File: src/rtl/csa_pkg.sv
// Shared definitions for the carry-save stream accumulator: FSM encoding and
// operand extension helper.
package csa_pkg;

  // Widest accumulator the extension helper supports (SIZE+CNT_W must fit).
  localparam int MAX_W = 64;

  typedef enum logic [1:0] {
    ST_ACC     = 2'd0,
    ST_RESOLVE = 2'd1,
    ST_DONE    = 2'd2
  } state_t;

  // Extend the low 'size' bits of data to MAX_W bits, sign- or zero-filled.
  // Callers truncate the result to their own accumulator width.
  function automatic logic [MAX_W-1:0] ext_operand(input logic [MAX_W-1:0] data,
                                                   input int               size,
                                                   input logic             signed_mode);
    logic [MAX_W-1:0] res;
    logic             msb;
    msb = 1'b0;
    for (int i = 0; i < MAX_W; i++) begin
      if (i == size - 1) msb = data[i];
    end
    for (int i = 0; i < MAX_W; i++) begin
      res[i] = (i < size) ? data[i] : (signed_mode & msb);
    end
    return res;
  endfunction

endpackage

File: src/rtl/csa_compress_3to2.sv
// 3:2 carry-save compressor. The carry vector is already shifted into its
// weight position, so s + c == x + y + z (mod 2**W).
module csa_compress_3to2 #(
  parameter int W = 40
) (
  input  logic [W-1:0] i_x,
  input  logic [W-1:0] i_y,
  input  logic [W-1:0] i_z,
  output logic [W-1:0] o_s,
  output logic [W-1:0] o_c
);

  logic [W-1:0] w_maj;

  assign w_maj = (i_x & i_y) | (i_x & i_z) | (i_y & i_z);
  assign o_s   = i_x ^ i_y ^ i_z;
  // The carry out of the top bit falls off: the total is defined mod 2**W.
  assign o_c   = w_maj << 1;

endmodule

File: src/rtl/csa_stream_accumulator.sv
// Packet accumulator: folds one operand per accepted beat into a redundant
// (sum, carry) pair, resolves it once per packet and presents the total.
//
//   state    | meaning
//   ---------+-----------------------------------------------------------
//   ST_ACC   | accepting operand beats, in_ready=1
//   ST_RESOLVE | one cycle: carry-propagate add of the (S, C) pair
//   ST_DONE  | result presented on out_* until out_ready
module csa_stream_accumulator
  import csa_pkg::*;
#(
  parameter int SIZE   = 32,
  parameter int CNT_W  = 8,
  parameter int SIGNED = 0
) (
  input  logic                  clk,
  input  logic                  rst_n,
  input  logic                  in_valid,
  output logic                  in_ready,
  input  logic [SIZE-1:0]       in_data,
  input  logic                  in_last,
  output logic                  out_valid,
  input  logic                  out_ready,
  output logic [SIZE+CNT_W-1:0] out_sum,
  output logic [CNT_W-1:0]      out_count,
  output logic                  out_ovf
);

  localparam int              W       = SIZE + CNT_W;
  localparam logic [CNT_W-1:0] CNT_MAX = '1;

  state_t           r_state;
  logic [W-1:0]     r_s;
  logic [W-1:0]     r_c;
  logic [CNT_W-1:0] r_cnt;
  logic             r_ovf;
  logic             r_in_ready;
  logic             r_out_valid;
  logic [W-1:0]     r_out_sum;
  logic [CNT_W-1:0] r_out_count;
  logic             r_out_ovf;

  logic [W-1:0]     w_x;
  logic [W-1:0]     w_s_nxt;
  logic [W-1:0]     w_c_nxt;
  logic             w_accept;

  assign w_x      = W'(ext_operand(MAX_W'(in_data), SIZE, SIGNED != 0));
  assign w_accept = in_valid & r_in_ready;

  csa_compress_3to2 #(.W(W)) u_compress (
    .i_x (r_s),
    .i_y (r_c),
    .i_z (w_x),
    .o_s (w_s_nxt),
    .o_c (w_c_nxt)
  );

  // Packet FSM: accumulate beats, resolve once, hold the result until taken.
  always_ff @(posedge clk) begin
    if (!rst_n) begin
      r_state     <= ST_ACC;
      r_s         <= '0;
      r_c         <= '0;
      r_cnt       <= '0;
      r_ovf       <= 1'b0;
      r_in_ready  <= 1'b1;
      r_out_valid <= 1'b0;
      r_out_sum   <= '0;
      r_out_count <= '0;
      r_out_ovf   <= 1'b0;
    end else begin
      case (r_state)
        ST_ACC: begin
          if (w_accept) begin
            r_s <= w_s_nxt;
            r_c <= w_c_nxt;
            // Count saturates; a beat beyond the maximum only flags overflow.
            if (r_cnt == CNT_MAX) r_ovf <= 1'b1;
            else                  r_cnt <= r_cnt + CNT_W'(1);
            if (in_last) begin
              r_state    <= ST_RESOLVE;
              r_in_ready <= 1'b0;
            end
          end
        end
        ST_RESOLVE: begin
          r_out_sum   <= r_s + r_c;
          r_out_count <= r_cnt;
          r_out_ovf   <= r_ovf;
          r_out_valid <= 1'b1;
          r_state     <= ST_DONE;
        end
        ST_DONE: begin
          if (out_ready) begin
            // Clear the packet state here so ACC starts clean next cycle;
            // in_ready only rises after this edge, so no beat lands now.
            r_s         <= '0;
            r_c         <= '0;
            r_cnt       <= '0;
            r_ovf       <= 1'b0;
            r_out_valid <= 1'b0;
            r_in_ready  <= 1'b1;
            r_state     <= ST_ACC;
          end
        end
        default: begin
          r_state     <= ST_ACC;
          r_in_ready  <= 1'b1;
          r_out_valid <= 1'b0;
        end
      endcase
    end
  end

  assign in_ready  = r_in_ready;
  assign out_valid = r_out_valid;
  assign out_sum   = r_out_sum;
  assign out_count = r_out_count;
  assign out_ovf   = r_out_ovf;

endmodule

File: config.mk
export PLATFORM = sky130hd
export DESIGN_NAME = csa_stream_accumulator
export DESIGN_NICKNAME = d
export VERILOG_FILES = /design/src/rtl/csa_pkg.sv /design/src/rtl/csa_compress_3to2.sv /design/src/rtl/csa_stream_accumulator.sv
export SDC_FILE = /design/constraint.sdc
export NUM_CORES = 1
export LEC_CHECK = 0
export CAP_MARGIN = 30
export CORE_MARGIN = 3
export CORE_UTILIZATION = 30
export CTS_CLUSTER_SIZE = 40
export DETAILED_ROUTE_END_ITERATION = 12
export GPL_ROUTABILITY_DRIVEN = 0
export PLACE_DENSITY = 0.6
export SLEW_MARGIN = 15
export SYNTH_ARGS = -nofsm -noshare
export SYNTH_HDL_FRONTEND = slang
export SYNTH_SLANG_ARGS = --single-unit
File: constraint.sdc
create_clock -name clk -period 2.67 [get_ports clk]
set_clock_uncertainty 0.05 [all_clocks]
set_input_delay 0.6675 -clock clk [delete_from_list [all_inputs] [get_ports clk]]
set_output_delay 0.6675 -clock clk [all_outputs]
set_load 0.02 [all_outputs]
==> results.cfg, run 1 <==
[synthesis]
ys_warn_count = 0
synth.avg_cell_area_um2 = 9.07
synth_edf_count = 0
synth_seq_cells = 141
synth_nets = 976
async_flop_share = 0
syn_area_mm2 = 0.00786
synth.distinct_cells = 57
synth_ff_type = dfxtp_1
yosysSeqAreaShare = 0.359
synthCells = 867

[clock_tree]
cts.clk_slew.worst_paths_ns = 0.06
cts_htree_levels = 4
cts-root-buf = clkbuf_16
max-clock-path-buffers = 2
clock-sinks = 141
cts_tree = built
clk_latency_ns = 0.42
postCtsHoldBufs = 0
numCtsBuffers = 17

[outcome]
status = complete, but fails checks
violations = setup timing

[power]
seqPwrFrac = 0.417
internal_power_uw = 3940
p_sw_uw = 1500
power_frac_comb = 0.146
clock_power_share = 0.437
p_leak_uw = 0.00390
pwr_density_cell_mw_per_mm2 = 532
power_uw = 5440
ir_worst_vdd_v = 0.000282
p_sw_frac = 0.276

[sta]
post-route-min-period_ns = 2.71
setup_viol = 2
worst_slew_pin_slew_ns = 0.602
grt_setup_unrepaired = true
slew_headroom = 0.599
fin_ws_ns = -0.0375
drv_slew = 0
fmax_ghz = 0.369
min_period_over_period = 1.01
hold_viol = 0

[global_route]
grt.overflow.total = 0
antenna_found_initial = 0
grt_max_degree = 81
grtUsageTotal = 0.140
grt_pass1_wl_um = 32800
first_global_vias = 6365

[worst_setup_path]
critPathLaunchType = flop
r2r_start = r_s[5]
worstPathRequired_ns = 2.98
crit_type = flop to flop
r2r_end = out_sum[31]
crit_arrival_ns = 3.02
reg2regPathDepth = 12
crit_fanout = 4
end_kind = flop
r2r_slack_ns = -0.04

[die]
io_pins = 88
fp-row-count = 58
die_w_um = 168
core_mm2 = 0.0255
initial_utilization = 0.309
dieArea_mm2 = 0.0282
die_h_um = 168

[cells_and_area]
syn_to_final_growth_pct = 30.2
layout.cell_area.non_filler_mm2 = 0.0102
drive_gt1_frac = 0.149
mostFrequentLayoutCells = dfxtp_1, nand2_1, clkdlybuf4s50_1
antennaDiodeCount = 0
layout.filler_cells = 2517
layout_commonest_cell = dfxtp_1
fin_nets = 1082
fin_util = 0.402

[hold_path]
hold_path.class = flop to flop
min_to = out_sum[15]
hold_depth = 2
hold_start = out_sum[15]

[route]
antenna_left = 0
wirelength_um = 19600
dr.pass1.iters = 5
vias = 6486
via_per_inst = 4.93
routedWlPerCell_um = 14.9
drt_iter0_markers = 344
drcViolationCount = 0

[place]
place_area_mm2 = 0.00936
hpwl_um = 13900
io_buffer_count = 87
post-place-ws_ns = -0.141

[flow_run]
maxCapViolations = 0
kinds of logic after synthesis:
| kind of cell | after synthesis | synth area share |
|---|---|---|
| xor+xnor | 36 | 0.0401 |
| simple gates | 292 | 0.192 |
| mux | 2 | 0.00255 |
| buf+inv | 69 | 0.0334 |
| flops | 141 | 0.359 |
| fa+ha+maj | 72 | 0.145 |
| compound gates | 255 | 0.228 |
routing by layer:
metal	GRT usage	wire (um)	share of wire
met1	0.192	9680	0.49
met2	0.229	9120	0.47
met3	0.0247	575	0.029
met4	0.0409	210	0.011
met5	0	0	0
area by class of cell:
cell class	instances	area (um2)	share of cell area
multi-input combinational	657	5020	0.490
clock inverter	15	160	0.0156
timing repair buffer	145	1350	0.132
inverter	11	41.3	0.00403
sequential	141	2830	0.277
clock buffer	17	425	0.0415
tap	330	413	0.0403
worst max-delay path, stage by stage (launching register included):
cell      delay (ns)
dfxtp_1         0.34
ha_1            0.33
o211ai_1        0.12
o211ai_1        0.29
a21oi_2         0.12
buf_4           0.15
o31a_1          0.34
buf_4           0.15
nor4b_2         0.20
nor2_1          0.08
xor2_1          0.14
o21ai_0         0.18
and2_1          0.16
Yosys cell counts (5+ instances only):
library cell  instances  area [um2]
ha_1                 40         500
clkbuf_1             52         195
o211ai_1              7        52.6
nor3_1                5        25.0
nand4_1              12        75.1
nand2_1              91         342
o21bai_1              5        37.5
a22oi_1              78         586
nor2b_1              85         532
nand3_1              23         115
xor2_1               18         158
and2_1               19         119
a21boi_0             21         158
dfxtp_1             141        2820
inv_1                11        41.3
nor2_1               32         120
a21o_1               19         143
a21oi_1              43         215
fa_1                 32         641
nand2b_1              5        31.3
o21ai_0              45         225
xnor2_1              18         158
worst max-delay path by stage:
stage                start          end  cells past startpoint
floorplan           r_c[1]  out_sum[39]                     11
global placement    r_s[2]  out_sum[36]                     11
detailed placement  r_c[1]  out_sum[39]                     11
CTS                 r_c[1]  out_sum[39]                     11
global route        r_s[1]  out_sum[27]                     12
finish              r_s[5]  out_sum[31]                     12
flip-flops by register name, summed over array words and instances, names as in the netlist:
| name | count |
|---|---|
| r_ovf | 1 |
| out_count | 8 |
| out_sum | 40 |
| in_ready | 1 |
| r_c | 39 |
| r_cnt | 8 |
| r_s | 40 |
| r_state | 2 |
| out_valid | 1 |
| out_ovf | 1 |
timing repair:
| action | in CTS | in global routing |
|---|---|---|
| pin swaps | 12 | 28 |
| setup endpoints to repair | 13 | 21 |
| gates resized for setup | 10 | 49 |
| setup buffers | 4 | 5 |
per-stage QoR:
stage               hold slack, ns  cells  setup TNS, ns
finish                       0.409   1316        -0.0679
global route                 0.439   1316          -1.63
CTS                          0.419   1313         -0.149
detailed placement           0.410   1277         -0.587
global placement             0.401   1277         -0.240
floorplan                    0.390    867              0
power groups by stage:
stage / clock network, uW / registers [uW] / logic, uW
after global routing: 2540 / 2290 / 890
after detailed placement: 0 / 2310 / 770
after global placement: 0 / 2310 / 764
after CTS: 2440 / 2270 / 781
after floorplan: 0 / 2310 / 469
final: 2380 / 2270 / 795
Note: power is estimated with default switching activity, not from simulation.
==> run 2: changes to the inputs <==
--- a/config.mk
+++ b/config.mk
@@ -11,7 +11,7 @@
 export CTS_CLUSTER_SIZE = 40
 export DETAILED_ROUTE_END_ITERATION = 12
 export GPL_ROUTABILITY_DRIVEN = 0
-export PLACE_DENSITY = 0.6
+export PLACE_DENSITY = 0.58
 export SLEW_MARGIN = 15
 export SYNTH_ARGS = -nofsm -noshare
 export SYNTH_HDL_FRONTEND = slang
==> constraint.sdc (replaced) <==
create_clock -name clk -period 3 [get_ports clk]
set_clock_uncertainty 0.05 [all_clocks]
set_input_delay 0.75 -clock clk [delete_from_list [all_inputs] [get_ports clk]]
set_output_delay 0.75 -clock clk [all_outputs]
set_load 0.02 [all_outputs]
==> results.cfg, run 2 (same netlist as run 1, synthesis figures left out) <==
[outcome]
status = finished clean

[route]
dr.pass1.iters = 4
drt_iter0_markers = 347
highest_layer = met4
wl_met2_um = 8760
routedWlPerCell_um = 14.9
m1WireLength_um = 9290
drcViolationCount = 0
route.met3.wl_um = 678
via_per_inst = 4.95
vias = 6306
antenna_left = 0
wirelength_um = 19000

[hold_path]
hold_path.class = flop to flop

[power]
ir_worst_vdd_v = 0.000340
pwr_density_cell_mw_per_mm2 = 484
p_leak_uw = 0.00367

[worst_setup_path]
crit_arrival_ns = 3.19
max_stage_delay_ns = 0.47
critPathBufInv = 0
crit_fanout = 5
end_kind = flop
cpLargestDelayFamily = compound AO/OA/AOI/OAI gates
critPathLaunchType = flop
crit_type = flop to flop
crit_chain = ha_1 -> a211oi_1 -> nor2_2 -> o41a_4 -> a31oi_4 -> o311a_4 -> o31a_4 -> nor3_1 -> or3_1 -> nand3_1
critPathSlowestCell = o41a_4
worstPathRequired_ns = 3.32

[die]
core_mm2 = 0.0255
initial_utilization = 0.309
dieArea_mm2 = 0.0282
fp-row-count = 58
die_w_um = 168
io_pins = 88
die_h_um = 168

[clock_tree]
cts_htree_levels = 4
clock-sinks = 141
clk_latency_ns = 0.43
cts-root-buf = clkbuf_16
numCtsBuffers = 17
cts_tree = built
cts.clk_slew.worst_paths_ns = 0.06
max-clock-path-buffers = 2

[global_route]
antenna_found_initial = 0
first_global_vias = 6200
grtUsageTotal = 0.139
grt_pass1_wl_um = 32100
grt.overflow.total = 0
grt_max_degree = 80

[cells_and_area]
antennaDiodeCount = 0
fin_nets = 1039
drive_gt1_frac = 0.0764
syn_to_final_growth_pct = 22.8
layout_commonest_cell = dfxtp_1
instances_no_fill = 1273
layout.cell_area.non_filler_mm2 = 0.00966
layout.filler_cells = 2579
multi_input_area_mm2 = 0.00481
seq_area_mm2 = 0.00282
mostFrequentLayoutCells = dfxtp_1, nand2_1, clkdlybuf4s50_1

[place]
io_buffer_count = 87
hpwl_um = 13500
post-place-ws_ns = 0.0578
dp.cells = 1240
place_area_mm2 = 0.00908

[sta]
min_period_over_period = 0.958
fmax_ghz = 0.348
grt_setup_unrepaired = false
hold_viol = 0
fin_ws_ns = 0.127
drv_slew = 0
slew_headroom = 0.466
worst_slew_pin_slew_ns = 0.802
post-route-min-period_ns = 2.87
setup_tns_ns = 0
setup_viol = 0
hold_ws_ns = 0.412

[flow_run]
maxCapViolations = 0
[run 2: cell type report]
class                   instances  area share
repair buffers                102       0.105
flip-flops and latches        141       0.292
clock inverters                13      0.0106
clock buffers                  19      0.0469
inverters                      11     0.00427
multi-input cells             657       0.498
well taps                     330      0.0427
[run 2: where the power goes]
group          internal [uW]  total [uW]  switching [uW]
Clock                   1120        2010             894
Sequential              1940        2020            74.4
Combinational            278         641             363
Total                   3340        4670            1330
[run 2: worst reg2reg max path, cell delays in order, from the launching register on]
cell      delay [ns]
dfxtp_1         0.43
ha_1            0.28
a211oi_1        0.26
nor2_2          0.11
o41a_4          0.47
a31oi_4         0.31
o311a_4         0.22
o31a_4          0.19
nor3_1          0.08
or3_1           0.35
nand3_1         0.07
[run 2: path summary, 6_finish.rpt]
path	start	to	slack, ns	depth (start not counted)
worst max-delay path	r_s[2]	out_sum[30]	0.13	10
worst min-delay path	out_sum[15]	out_sum[15]	0.41	2
worst max register to register	r_s[2]	out_sum[30]	0.13	10
worst min register to register	out_sum[15]	out_sum[15]	0.41	2
[run 2: timing repair]
item	4_1_cts	5_1_grt
endpoints found under the setup margin	0	10
hold buffers	0	0
buffers inserted	0	1
gates resized for setup	0	6
[run 2: metrics by stage]
step | total power [uW] | utilization
finish | 4670 | 0.379
global placement | 2700 | 0.356
detailed placement | 2710 | 0.356
floorplan | 2470 | -
global route | 4910 | 0.379
CTS | 4740 | 0.378
[run 2: layer usage]
metal,track usage,vias up
met4,0.0406,0
met1,0.186,2995
li1,-,3204
met3,0.0331,10
met5,0,-
met2,0.225,97
